==> src/rtl/atm_pkg.sv <==
// Shared definitions for the ATM bank responder slice.
// Defines the request op codes, the response status codes and the
// responder state encoding. STATUS_W is also used by atm_fsm.
package atm_pkg;

    localparam int unsigned STATUS_W = 3;

    typedef enum logic [1:0] {
        OP_VERIFY_PIN = 2'd0,
        OP_WITHDRAW   = 2'd1,
        OP_BALANCE    = 2'd2,
        OP_MINI_STMT  = 2'd3
    } op_e;

    typedef enum logic [STATUS_W-1:0] {
        ST_OK         = 3'd0,
        ST_BAD_PIN    = 3'd1,
        ST_LOCKED     = 3'd2,
        ST_NSF        = 3'd3,
        ST_NOT_AUTH   = 3'd4,
        ST_BAD_AMOUNT = 3'd5
    } status_e;

    typedef enum logic [1:0] {
        S_IDLE,
        S_READY,
        S_BUSY,
        S_STMT
    } state_e;

endpackage

==> src/rtl/atm_bank_responder_if.sv <==
// Request/response bus between the ATM FSM (master) and the bank
// responder (slave).
//   req_valid/req_ready : request handshake
//   req_op/pin/amount   : request payload, captured on acceptance
//   rsp_valid/last      : one response beat per cycle, last marks the end
//   rsp_status/rsp_data : beat payload (data is 0 when rsp_valid is 0)
interface atm_bank_responder_if
    import atm_pkg::*;
#(
    parameter int unsigned AMT_W = 16
);
    logic             req_valid;
    logic             req_ready;
    op_e              req_op;
    logic [15:0]      req_pin;
    logic [AMT_W-1:0] req_amount;
    logic             rsp_valid;
    status_e          rsp_status;
    logic [AMT_W-1:0] rsp_data;
    logic             rsp_last;

    modport master (
        output req_valid, req_op, req_pin, req_amount,
        input  req_ready, rsp_valid, rsp_status, rsp_data, rsp_last
    );

    modport slave (
        input  req_valid, req_op, req_pin, req_amount,
        output req_ready, rsp_valid, rsp_status, rsp_data, rsp_last
    );

endinterface

==> src/rtl/atm_txn_history.sv <==
// Circular withdrawal history.
//   clk, reset : clock, async active-low reset (clears all entries)
//   push       : store push_data as the newest entry (oldest overwritten)
//   rd_age     : 0 = newest entry, 1 = next older, ...
//   rd_data    : entry selected by rd_age (combinational)
//   count      : valid entries, saturating at DEPTH
module atm_txn_history #(
    parameter int unsigned AMT_W = 16,
    parameter int unsigned DEPTH = 4,
    localparam int unsigned IDX_W = (DEPTH > 1) ? $clog2(DEPTH) : 1,
    localparam int unsigned CNT_W = $clog2(DEPTH + 1)
) (
    input  logic             clk,
    input  logic             reset,
    input  logic             push,
    input  logic [AMT_W-1:0] push_data,
    input  logic [IDX_W-1:0] rd_age,
    output logic [AMT_W-1:0] rd_data,
    output logic [CNT_W-1:0] count
);
    logic [AMT_W-1:0] mem [DEPTH];
    logic [IDX_W-1:0] wr_ptr;

    always_ff @(posedge clk or negedge reset) begin
        if (!reset) begin
            wr_ptr <= '0;
            count  <= '0;
            for (int unsigned i = 0; i < DEPTH; i++) begin
                mem[i] <= '0;
            end
        end else if (push) begin
            mem[wr_ptr] <= push_data;
            wr_ptr      <= wr_ptr + IDX_W'(1);
            if (count != CNT_W'(DEPTH)) begin
                count <= count + CNT_W'(1);
            end
        end
    end

    // Newest entry sits just behind the write pointer; pointer wraps
    // naturally because DEPTH is a power of two.
    assign rd_data = mem[wr_ptr - IDX_W'(1) - rd_age];

endmodule

==> src/rtl/atm_bank_responder.sv <==
// Host-side bank responder for the ATM controller. Holds one account
// (balance, PIN retry counter, lockout, withdrawal history) and answers
// VERIFY_PIN / WITHDRAW / BALANCE / MINI_STMT after a fixed latency.
//   clk, reset              : clock, async active-low reset
//   card_in                 : card present; dropping it aborts any request
//   bus (slave)             : request/response bus
//   pin_check               : session authenticated (level)
//   transaction_success     : pulse with a successful withdraw response
//   balance_enquiry_success : pulse with BALANCE / last MINI_STMT beat
//   card_locked             : sticky until reset
module atm_bank_responder
    import atm_pkg::*;
#(
    parameter int unsigned AMT_W        = 16,
    parameter logic [15:0] PIN_VALUE    = 16'h1234,
    parameter int unsigned INIT_BALANCE = 5000,
    parameter int unsigned MAX_TRIES    = 3,
    parameter int unsigned LATENCY      = 4,
    parameter int unsigned HIST_DEPTH   = 4
) (
    input  logic                 clk,
    input  logic                 reset,
    input  logic                 card_in,
    atm_bank_responder_if.slave  bus,
    output logic                 pin_check,
    output logic                 transaction_success,
    output logic                 balance_enquiry_success,
    output logic                 card_locked
);
    localparam int unsigned LAT_W = $clog2(LATENCY + 1);
    localparam int unsigned TRY_W = $clog2(MAX_TRIES + 1);
    localparam int unsigned IDX_W = (HIST_DEPTH > 1) ? $clog2(HIST_DEPTH) : 1;
    localparam int unsigned CNT_W = $clog2(HIST_DEPTH + 1);

    state_e           state;
    logic [LAT_W-1:0] lat_cnt;
    op_e              op_q;
    logic [15:0]      pin_q;
    logic [AMT_W-1:0] amt_q;
    logic [AMT_W-1:0] balance;
    logic [TRY_W-1:0] tries;
    logic [TRY_W-1:0] tries_inc;
    logic [IDX_W-1:0] stmt_idx;
    logic [IDX_W-1:0] hist_age;
    logic [AMT_W-1:0] hist_rd;
    logic [CNT_W-1:0] hist_count;
    logic             hist_push;
    logic [AMT_W-1:0] hist_wdata;

    assign bus.req_ready = (state == S_READY) && card_in;
    assign tries_inc     = tries + TRY_W'(1);
    assign hist_age      = (state == S_STMT) ? stmt_idx : '0;

    atm_txn_history #(
        .AMT_W (AMT_W),
        .DEPTH (HIST_DEPTH)
    ) u_hist (
        .clk       (clk),
        .reset     (reset),
        .push      (hist_push),
        .push_data (hist_wdata),
        .rd_age    (hist_age),
        .rd_data   (hist_rd),
        .count     (hist_count)
    );

    always_ff @(posedge clk or negedge reset) begin
        if (!reset) begin
            state                   <= S_IDLE;
            lat_cnt                 <= '0;
            op_q                    <= OP_VERIFY_PIN;
            pin_q                   <= '0;
            amt_q                   <= '0;
            balance                 <= AMT_W'(INIT_BALANCE);
            tries                   <= '0;
            stmt_idx                <= '0;
            hist_push               <= 1'b0;
            hist_wdata              <= '0;
            pin_check               <= 1'b0;
            card_locked             <= 1'b0;
            transaction_success     <= 1'b0;
            balance_enquiry_success <= 1'b0;
            bus.rsp_valid           <= 1'b0;
            bus.rsp_status          <= ST_OK;
            bus.rsp_data            <= '0;
            bus.rsp_last            <= 1'b0;
        end else begin
            bus.rsp_valid           <= 1'b0;
            bus.rsp_status          <= ST_OK;
            bus.rsp_data            <= '0;
            bus.rsp_last            <= 1'b0;
            transaction_success     <= 1'b0;
            balance_enquiry_success <= 1'b0;
            hist_push               <= 1'b0;

            if (!card_in) begin
                state     <= S_IDLE;
                pin_check <= 1'b0;
            end else begin
                case (state)
                    S_IDLE: state <= S_READY;

                    S_READY: begin
                        if (bus.req_valid) begin
                            op_q    <= bus.req_op;
                            pin_q   <= bus.req_pin;
                            amt_q   <= bus.req_amount;
                            lat_cnt <= LAT_W'(LATENCY - 1);
                            state   <= S_BUSY;
                        end
                    end

                    S_BUSY: begin
                        if (lat_cnt != '0) begin
                            lat_cnt <= lat_cnt - LAT_W'(1);
                        end else begin
                            // Response edge: every state change commits here.
                            state         <= S_READY;
                            bus.rsp_valid <= 1'b1;
                            bus.rsp_last  <= 1'b1;
                            if (card_locked) begin
                                bus.rsp_status <= ST_LOCKED;
                            end else begin
                                case (op_q)
                                    OP_VERIFY_PIN: begin
                                        if (pin_q == PIN_VALUE) begin
                                            pin_check <= 1'b1;
                                            tries     <= '0;
                                        end else begin
                                            pin_check <= 1'b0;
                                            tries     <= tries_inc;
                                            if (tries_inc >= TRY_W'(MAX_TRIES)) begin
                                                card_locked    <= 1'b1;
                                                bus.rsp_status <= ST_LOCKED;
                                            end else begin
                                                bus.rsp_status <= ST_BAD_PIN;
                                            end
                                        end
                                    end
                                    OP_WITHDRAW: begin
                                        if (!pin_check) begin
                                            bus.rsp_status <= ST_NOT_AUTH;
                                        end else if (amt_q == '0) begin
                                            bus.rsp_status <= ST_BAD_AMOUNT;
                                        end else if (amt_q > balance) begin
                                            bus.rsp_status <= ST_NSF;
                                        end else begin
                                            balance             <= balance - amt_q;
                                            bus.rsp_data        <= balance - amt_q;
                                            transaction_success <= 1'b1;
                                            // History write lands one edge later; the
                                            // earliest MINI_STMT read is LATENCY+1 away.
                                            hist_push           <= 1'b1;
                                            hist_wdata          <= amt_q;
                                        end
                                    end
                                    OP_BALANCE: begin
                                        if (!pin_check) begin
                                            bus.rsp_status <= ST_NOT_AUTH;
                                        end else begin
                                            bus.rsp_data            <= balance;
                                            balance_enquiry_success <= 1'b1;
                                        end
                                    end
                                    default: begin
                                        if (!pin_check) begin
                                            bus.rsp_status <= ST_NOT_AUTH;
                                        end else if (hist_count == '0) begin
                                            balance_enquiry_success <= 1'b1;
                                        end else begin
                                            // First beat is the newest entry (age 0).
                                            bus.rsp_data <= hist_rd;
                                            if (hist_count > CNT_W'(1)) begin
                                                bus.rsp_last <= 1'b0;
                                                stmt_idx     <= IDX_W'(1);
                                                state        <= S_STMT;
                                            end else begin
                                                balance_enquiry_success <= 1'b1;
                                            end
                                        end
                                    end
                                endcase
                            end
                        end
                    end

                    S_STMT: begin
                        bus.rsp_valid <= 1'b1;
                        bus.rsp_data  <= hist_rd;
                        if (CNT_W'(stmt_idx) + CNT_W'(1) == hist_count) begin
                            bus.rsp_last            <= 1'b1;
                            balance_enquiry_success <= 1'b1;
                            state                   <= S_READY;
                        end else begin
                            stmt_idx <= stmt_idx + IDX_W'(1);
                        end
                    end

                    default: state <= S_IDLE;
                endcase
            end
        end
    end

endmodule

==> src/flat_wrapper.sv <==
// flat-port wrapper written by rule: the top's interface ports become plain ports
module atm_bank_responder_flat import atm_pkg::*;
#(
    parameter int unsigned AMT_W        = 16,
    parameter logic [15:0] PIN_VALUE    = 16'h1234,
    parameter int unsigned INIT_BALANCE = 5000,
    parameter int unsigned MAX_TRIES    = 3,
    parameter int unsigned LATENCY      = 4,
    parameter int unsigned HIST_DEPTH   = 4
)
  (clk, reset, card_in, pin_check, transaction_success, balance_enquiry_success, card_locked, bus_req_valid, bus_req_op, bus_req_pin, bus_req_amount, bus_req_ready, bus_rsp_valid, bus_rsp_status, bus_rsp_data, bus_rsp_last);
  atm_bank_responder_if #(.AMT_W(AMT_W)) bus_i ();
  input  logic clk;
  input  logic reset;
  input  logic card_in;
  output logic pin_check;
  output logic transaction_success;
  output logic balance_enquiry_success;
  output logic card_locked;
  input wire logic [$bits(bus_i.req_valid)-1:0] bus_req_valid;
  input wire logic [$bits(bus_i.req_op)-1:0] bus_req_op;
  input wire logic [$bits(bus_i.req_pin)-1:0] bus_req_pin;
  input wire logic [$bits(bus_i.req_amount)-1:0] bus_req_amount;
  output wire logic [$bits(bus_i.req_ready)-1:0] bus_req_ready;
  output wire logic [$bits(bus_i.rsp_valid)-1:0] bus_rsp_valid;
  output wire logic [$bits(bus_i.rsp_status)-1:0] bus_rsp_status;
  output wire logic [$bits(bus_i.rsp_data)-1:0] bus_rsp_data;
  output wire logic [$bits(bus_i.rsp_last)-1:0] bus_rsp_last;
  assign bus_i.req_valid = bus_req_valid;
  assign bus_i.req_op = bus_req_op;
  assign bus_i.req_pin = bus_req_pin;
  assign bus_i.req_amount = bus_req_amount;
  assign bus_req_ready = bus_i.req_ready;
  assign bus_rsp_valid = bus_i.rsp_valid;
  assign bus_rsp_status = bus_i.rsp_status;
  assign bus_rsp_data = bus_i.rsp_data;
  assign bus_rsp_last = bus_i.rsp_last;
  atm_bank_responder #(.AMT_W(AMT_W), .PIN_VALUE(PIN_VALUE), .INIT_BALANCE(INIT_BALANCE), .MAX_TRIES(MAX_TRIES), .LATENCY(LATENCY), .HIST_DEPTH(HIST_DEPTH)) u_core (.clk(clk), .reset(reset), .card_in(card_in), .bus(bus_i), .pin_check(pin_check), .transaction_success(transaction_success), .balance_enquiry_success(balance_enquiry_success), .card_locked(card_locked));
endmodule
==> config.mk <==
export PLATFORM = sky130hd
export DESIGN_NAME = atm_bank_responder_flat
export DESIGN_NICKNAME = d
export VERILOG_FILES = /design/src/rtl/atm_pkg.sv /design/src/rtl/atm_bank_responder_if.sv /design/src/rtl/atm_txn_history.sv /design/src/rtl/atm_bank_responder.sv /design/src/flat_wrapper.sv
export SDC_FILE = /design/constraint.sdc
export NUM_CORES = 1
export LEC_CHECK = 0
export CAP_MARGIN = 20
export CORE_ASPECT_RATIO = 0.8
export CORE_MARGIN = 4
export CORE_UTILIZATION = 50
export DETAILED_ROUTE_END_ITERATION = 8
export GPL_ROUTABILITY_DRIVEN = 1
export GPL_TIMING_DRIVEN = 1
export PLACE_DENSITY = 0.7
export REMOVE_ABC_BUFFERS = 1
export SYNTH_ARGS = -nofsm -noshare
export SYNTH_HDL_FRONTEND = slang
export SYNTH_SLANG_ARGS = --single-unit
==> constraint.sdc <==
create_clock -name clk -period 3.3 [get_ports clk]
set_input_delay 0.66 -clock clk [delete_from_list [all_inputs] [get_ports clk]]
set_output_delay 0.66 -clock clk [all_outputs]
set_load 0.02 [all_outputs]
==> summary.txt, run 1 <==
outcome - finished, final reports clean
DRT Pass-1 Iters - 5
Die Width - 153 µm
HPWL after detailed placement - 15.2 mm
Period minus WS final - 2.97 ns
CP Capture Point - u_core.bus.rsp_data[10]
number of flops mapped to enable cells by yosys - 0
vias per inst - 5.82
# fillers - 1,312
CP Max Fanout - 11
initial antenna violation count - 0
CTS tree - done
largest net degree at the start of global routing - 67
clock root buffer - clkbuf_16
WS Path Type - flip-flop to flip-flop
Register-to-Register Setup Slack - 0.33 ns
Resize count post-CTS - 0
Reg clk slew, reported paths - 0.07 ns
Placement Setup Slack - 0.368 ns
gr ovfl total - 0
stages on the worst setup path - 9
highest metal used - met4
CP endpoint kind - flip-flop
area share of the largest cell type after synthesis - 0.487
first-pass GRT wire length - 34.0 mm
Diodes inserted - 0
Final Hold Viols - 0
Clock Latency Late Sink - 0.44 ns
count of input and output buffers - 63
Die H - 124 µm
Critical Path Start - u_core.state[0]
met2 wire length - 10.4 mm
synthesized flop and latch total - 169
min-delay worst type - primary input to asynchronous set/reset pin
Setup Viol. Count Final - 0
Initial Utilization - 0.509
share of cells above drive strength 1 - 0.224
CTS Buf Count - 17
setup_tns - 0 ns
maximum clock rate - 336 MHz
routability cong. - 0.930
CTS Hold Buffers Added - 0
WL per Instance - 20.6 µm
synth warn - 0
Ports - 64
setup bufs post-CTS - 0
Worst VDD drop - 0.405 mV
pwr dens - 574 mW/mm²
Worst-Margin Slew - 1.00 ns
Seq/Total Area, Yosys - 0.502
Reg-to-Reg End - u_core.bus.rsp_data[10]
nets@finish - 872
Antenna Nets Post-Route - 0
drc violations - 0
CP required - 3.61 ns
fin crit share - 0.901
register area - 0.00424 mm²
Die Area - 0.0190 mm²
family with the most delay on the worst path - XOR/XNOR gates
asr flop ratio synth - 1.00
Crit path largest cell delay - 0.67 ns
CP max stage cell - xnor2_2
RSZ-0062 raised after global routing - false
multi-input combinational cell area - 0.00387 mm²
Critical Path AT - 3.29 ns
met1 WL - 9.56 mm
number of H-tree levels - 4
CP cell instances - ha_1 > nand2_1 > ha_1 > xnor2_1 > xnor2_2 > mux4_2 > a221o_1 > a31oi_1 > a21oi_1
crit path buf inv count - 0
number of global-route vias before repair - 6,223
total track usage - 0.233
Finished Core Util - 0.602
met3 wire len - 1.01 mm
Synth cell types - 60
area grow syn2layout - 18.1%
Clock Skews - 0.0188 ns
Slew Limit Fails - 0
# rows - 42
Tot Pwr - 0.00571 W
Post-Syn Area - 0.00843 mm²
CTS Buffer Depth - 2
Synth area leaders - dfrtp_1 49%, mux2_2 14%, ha_1 4.7%, mux4_2 4.3%, o21ai_0 3.7%
Most common cell on crit path - ha_1
area leader, netlist - dfrtp_1
DRT Wirelength - 21.3 mm
RR Startpoint - u_core.state[0]
max-capacitance violation count - 0
DR vias - 6,015
Cells after Synth - 735
Worst Reg-to-Reg Cells - 9
Pleak - 4.58 nW
core footprint - 0.0166 mm²
max_slew headroom - 0.332
synthesized area per cell - 11.5 µm²
Synth Flop Type - dfrtp_1
Detailed Route Iter0 Violations - 453
startpoint types - flip-flop
CTS Sinks - 169
setup slack after layout - 0.327 ns
==> report_power, final <==
part,internal [W],total (W),leakage (nW),switching (W)
Clock,0.00135,0.00221,0.309,0.000862
Sequential,0.00223,0.00237,2.24,0.000137
Combinational,0.000473,0.00113,2.03,0.000657
==> layer usage <==
metal | vias to the layer above | global-route usage
li1 | 2758 | -
met1 | 3100 | 0.315
met2 | 133 | 0.380
met3 | 24 | 0.0563
met4 | 0 | 0.0707
met5 | - | 0
==> worst reg2reg max path, delay by kind of cell, from the launching register on <==
| kind | cells | cell delay (ns) |
|---|---|---|
| flip-flops | 1 | 0.40 |
| XOR/XNOR | 2 | 0.83 |
| multiplexers | 1 | 0.44 |
| AND/OR/NAND/NOR | 1 | 0.14 |
| AO/OA/AOI/OAI | 3 | 0.53 |
| adder cells (fa/ha/maj) | 2 | 0.53 |
==> cell usage in the layout (no fill, tap or decap), types with 3 or more instances in the layout <==
cell type and n:
a221oi_1 10, inv_1 42, nor3_1 3, clkdlybuf4s50_1 62
dfstp_2 5, buf_4 12, nand2b_1 10, nand2_1 79
dfrtp_1 164, o21a_1 6, nand3_1 16, o21ai_0 62
mux2_2 103, nand4_1 9, xnor2_1 9, or3_1 4
clkbuf_16 17, clkinvlp_4 3, bufinv_16 5, mux4_2 16
o211ai_1 4, nor2_1 17, mux2_4 3, a21o_1 3
nor4_1 6, a21oi_1 43, a21boi_0 5, xor2_1 4
a211oi_1 3, a31oi_1 8, ha_1 32, and2_1 6
==> through the flow <==
step / std cells / hold slack (ns) / area (µm²)
global route: 1034 / 0.270 / 9960
CTS: 1034 / 0.247 / 9960
floorplan: 705 / 0.364 / 8270
finish: 1034 / 0.231 / 9960
detailed placement: 1002 / 0.487 / 9310
global placement: 1002 / 0.467 / 9310
==> flip-flops by register name, summed over array words and instances (netlist names), 2 cells and up <==
signal,cells
u_core.stmt_idx,2
u_core.u_hist.count,3
u_core.amt_q,16
u_core.balance,16
u_core.tries,2
u_core.bus.rsp_status,3
u_core.bus.rsp_data,16
u_core.pin_q,16
u_core.lat_cnt,3
u_core.state,2
u_core.u_hist.wr_ptr,2
u_core.hist_wdata,16
u_core.u_hist.mem,64
u_core.op_q,2
==> cells by family (layout without fill, tap and decap cells) <==
kind of cell / Yosys count / after routing / share of synthesized area
flip-flops: 169 / 169 / 0.502
AND/OR/NAND/NOR: 161 / 161 / 0.0898
AO/OA/AOI/OAI: 161 / 161 / 0.116
adder cells (fa/ha/maj): 33 / 33 / 0.0499
XOR/XNOR: 14 / 14 / 0.0154
buffers and inverters: 73 / 152 / 0.0384
multiplexers: 124 / 124 / 0.188
==> worst min-delay path by stage <==
| stage | endpoint | cells past startpoint | start |
|---|---|---|---|
| 6_report | u_core.lat_cnt[0] | 1 | reset |
| 5_1_grt | u_core.lat_cnt[1] | 1 | reset |
| 4_1_cts | u_core.u_hist.count[0] | 1 | reset |
| 3_5_place_dp | u_core.balance[12] | 2 | u_core.balance[12] |
| 3_3_place_gp | u_core.tries[1] | 2 | u_core.tries[1] |
| 2_1_floorplan | u_core.amt_q[0] | 0 | reset |
==> area by class of cell <==
cell class	instances	area share
clock inverter	14	0.0221
sequential	169	0.425
timing repair buffer	77	0.0765
tap	220	0.0276
multi-input combinational	493	0.389
inverter	43	0.0165
clock buffer	18	0.0431
==> cell usage after synthesis, drive strengths merged, types with 5 or more instances <==
master    n
nand2    79
a221oi   10
o21a      6
a31oi     8
xnor2    10
buf      15
nand3    16
nor4      6
a21boi    5
mux4     16
and2      7
mux2    106
inv      43
nand4     9
dfrtp   164
o21ai    64
clkbuf   15
nand2b   10
nor2     17
dfstp     5
a21oi    44
ha       32
No activity file was read; power rests on OpenSTA's default activity.
==> run 2: changes to the inputs <==
Settings changed: CTS_BUF_LIST set to sky130_fd_sc_hd__clkbuf_16.
==> summary.txt, run 2 (synthesis gave the netlist of run 1 again) <==
setup_tns - 0 ns (unchanged)
Die Area - 0.0190 mm² (unchanged)
Slew Limit Fails - 0 (unchanged)
met1 WL - 9.56 mm (about the same)
count of input and output buffers - 63 (unchanged)
CP required - 3.61 ns (about the same)
outcome - finished, final reports clean
WS Path Type - flip-flop to flip-flop
Detailed Route Iter0 Violations - 452 (-0.22%)
Switching Share - 0.290 (about the same)
max reg flops - 64 (unchanged)
core footprint - 0.0166 mm² (unchanged)
Clock Power Share - 0.387 (about the same)
Worst-Margin Slew - 0.998 ns (-0.00129 ns)
largest net degree at the start of global routing - 67 (unchanged)
Reg clk slew, reported paths - 0.07 ns (about the same)
most frequent cells in the layout - 164 x dfrtp_1, 103 x mux2_2, 79 x nand2_1, 62 x o21ai_0, 62 x clkdlybuf4s50_1
Setup Viol. Count Final - 0 (unchanged)
DRT Pass-1 Iters - 5 (unchanged)
total track usage - 0.233 (unchanged)
Clock Latency Late Sink - 0.44 ns (about the same)
routability cong. - 0.930 (unchanged)
WL per Instance - 20.6 µm (about the same)
CP cell instances - ha_1 > nand2_1 > ha_1 > xnor2_1 > xnor2_2 > mux4_2 > a221o_1 > a31oi_1 > a21oi_1
Critical Path AT - 3.29 ns (about the same)
DR vias - 6,017 (+0.033%)
min-delay worst type - primary input to asynchronous set/reset pin
family with the most delay on the worst path - XOR/XNOR gates
Worst VDD drop - 0.405 mV (about the same)
commonest non-fill, non-tap cell in the layout - dfrtp_1
CP Max Fanout - 11 (unchanged)
vias per inst - 5.82 (about the same)
maximum clock rate - 336 MHz (about the same)
DRT Wirelength - 21.3 mm (about the same)
Ports - 64 (unchanged)
RSZ-0062 raised after global routing - false
nets@finish - 872 (unchanged)
max_slew headroom - 0.333 (+0.000864)
fin crit share - 0.901 (about the same)
# rows - 42 (unchanged)
setup bufs post-CTS - 0 (unchanged)
met2 wire length - 10.4 mm (-0.12%)
Clock Skews - 0.0188 ns (-0.0000121 ns)
number of global-route vias before repair - 6,223 (unchanged)
Pleak - 4.58 nW (about the same)
CTS Sinks - 169 (unchanged)
area grow syn2layout - 18.1% (unchanged)
highest metal used - met4
Most common cell on crit path - ha_1
CTS Buf Count - 17 (unchanged)
Diodes inserted - 0 (unchanged)
Antenna Nets Post-Route - 0 (unchanged)
CTS Buffer Depth - 2 (unchanged)
max-capacitance violation count - 0 (unchanged)
Tot Pwr - 0.00571 W (about the same)
Resize count post-CTS - 0 (unchanged)
Largest Register - u_core.u_hist.mem
Combinational Power Share - 0.198 (about the same)
Die Width - 153 µm (unchanged)
number of H-tree levels - 4 (unchanged)
pwr dens - 574 mW/mm² (about the same)
CP endpoint kind - flip-flop
Crit path largest cell delay - 0.67 ns (about the same)
crit path buf inv count - 0 (unchanged)
Period minus WS final - 2.97 ns (+0.0000280 ns)
Die H - 124 µm (unchanged)
initial antenna violation count - 0 (unchanged)
CTS tree - done
share of cells above drive strength 1 - 0.224 (unchanged)
P_sw - 0.00166 W (about the same)
Final Hold Viols - 0 (unchanged)
clock root buffer - clkbuf_16
Initial Utilization - 0.509 (unchanged)
met3 wire len - 1.03 mm (+1.4%)
Sequential Power Share - 0.415 (about the same)
startpoint types - flip-flop
CP max stage cell - xnor2_2
CTS Hold Buffers Added - 0 (unchanged)
HPWL after detailed placement - 15.2 mm (unchanged)
gr ovfl total - 0 (unchanged)
Int Pwr - 0.00405 W (about the same)
drc violations - 0 (unchanged)
first-pass GRT wire length - 34.0 mm (unchanged)
[run 2: final timing paths]
| path | start | endpoint | slack (ns) | cells past startpoint |
|---|---|---|---|---|
| min in group clk | u_core.balance[12] | u_core.balance[12] | 0.50 | 2 |
| worst max-delay path | u_core.state[0] | u_core.bus.rsp_data[10] | 0.33 | 9 |
| worst max register to register | u_core.state[0] | u_core.bus.rsp_data[10] | 0.33 | 9 |
| max in group asynchronous | reset | u_core.op_q[1] | 2.24 | 2 |
| worst min-delay path | reset | u_core.lat_cnt[0] | 0.23 | 1 |
| worst min register to register | u_core.balance[12] | u_core.balance[12] | 0.50 | 2 |
[run 2: worst reg2reg max path: cells and delay by family, from the launching register on]
kind / cells / cell delay, ns
XOR/XNOR: 2 / 0.83
adder cells (fa/ha/maj): 2 / 0.53
AO/OA/AOI/OAI: 3 / 0.53
multiplexers: 1 / 0.44
flip-flops: 1 / 0.40
AND/OR/NAND/NOR: 1 / 0.14
[run 2: metrics by stage]
step	std cells	setup WS, ns	utilization	area [µm²]	hold WS [ns]
final	1034	0.327	0.602	9960	0.231
after global routing	1034	0.105	0.602	9960	0.270
after CTS	1034	0.326	0.602	9960	0.247
after detailed placement	1002	0.368	0.562	9310	0.487
after global placement	1002	0.438	0.562	9310	0.467
after floorplan	705	0.433	-	8270	0.364
[run 2: power by group through the flow]
stage          Combinational [W]  Sequential (W)  Clock [W]
5_1_grt                  0.00125         0.00239    0.00234
2_1_floorplan           0.000768         0.00236          0
3_5_place_dp             0.00111         0.00240          0
4_1_cts                  0.00112         0.00237    0.00224
6_report                 0.00113         0.00237    0.00221
3_3_place_gp             0.00108         0.00239          0
[run 2: metal layers]
| layer | GRT usage | up-vias |
|---|---|---|
| met5 | 0 | - |
| met4 | 0.0707 | 0 |
| met3 | 0.0563 | 24 |
| met2 | 0.380 | 135 |
| met1 | 0.315 | 3099 |
| li1 | - | 2759 |
[run 2: layout make-up]
| type | count | area [µm²] |
|---|---|---|
| Clock buffer | 17 | 425 |
| Clock inverter | 15 | 224 |
| Fill cell | 1312 | 6600 |
| Inverter | 43 | 164 |
| Multi-Input combinational cell | 493 | 3870 |
| Sequential cell | 169 | 4240 |
| Tap cell | 220 | 275 |
| Timing Repair Buffer | 77 | 762 |
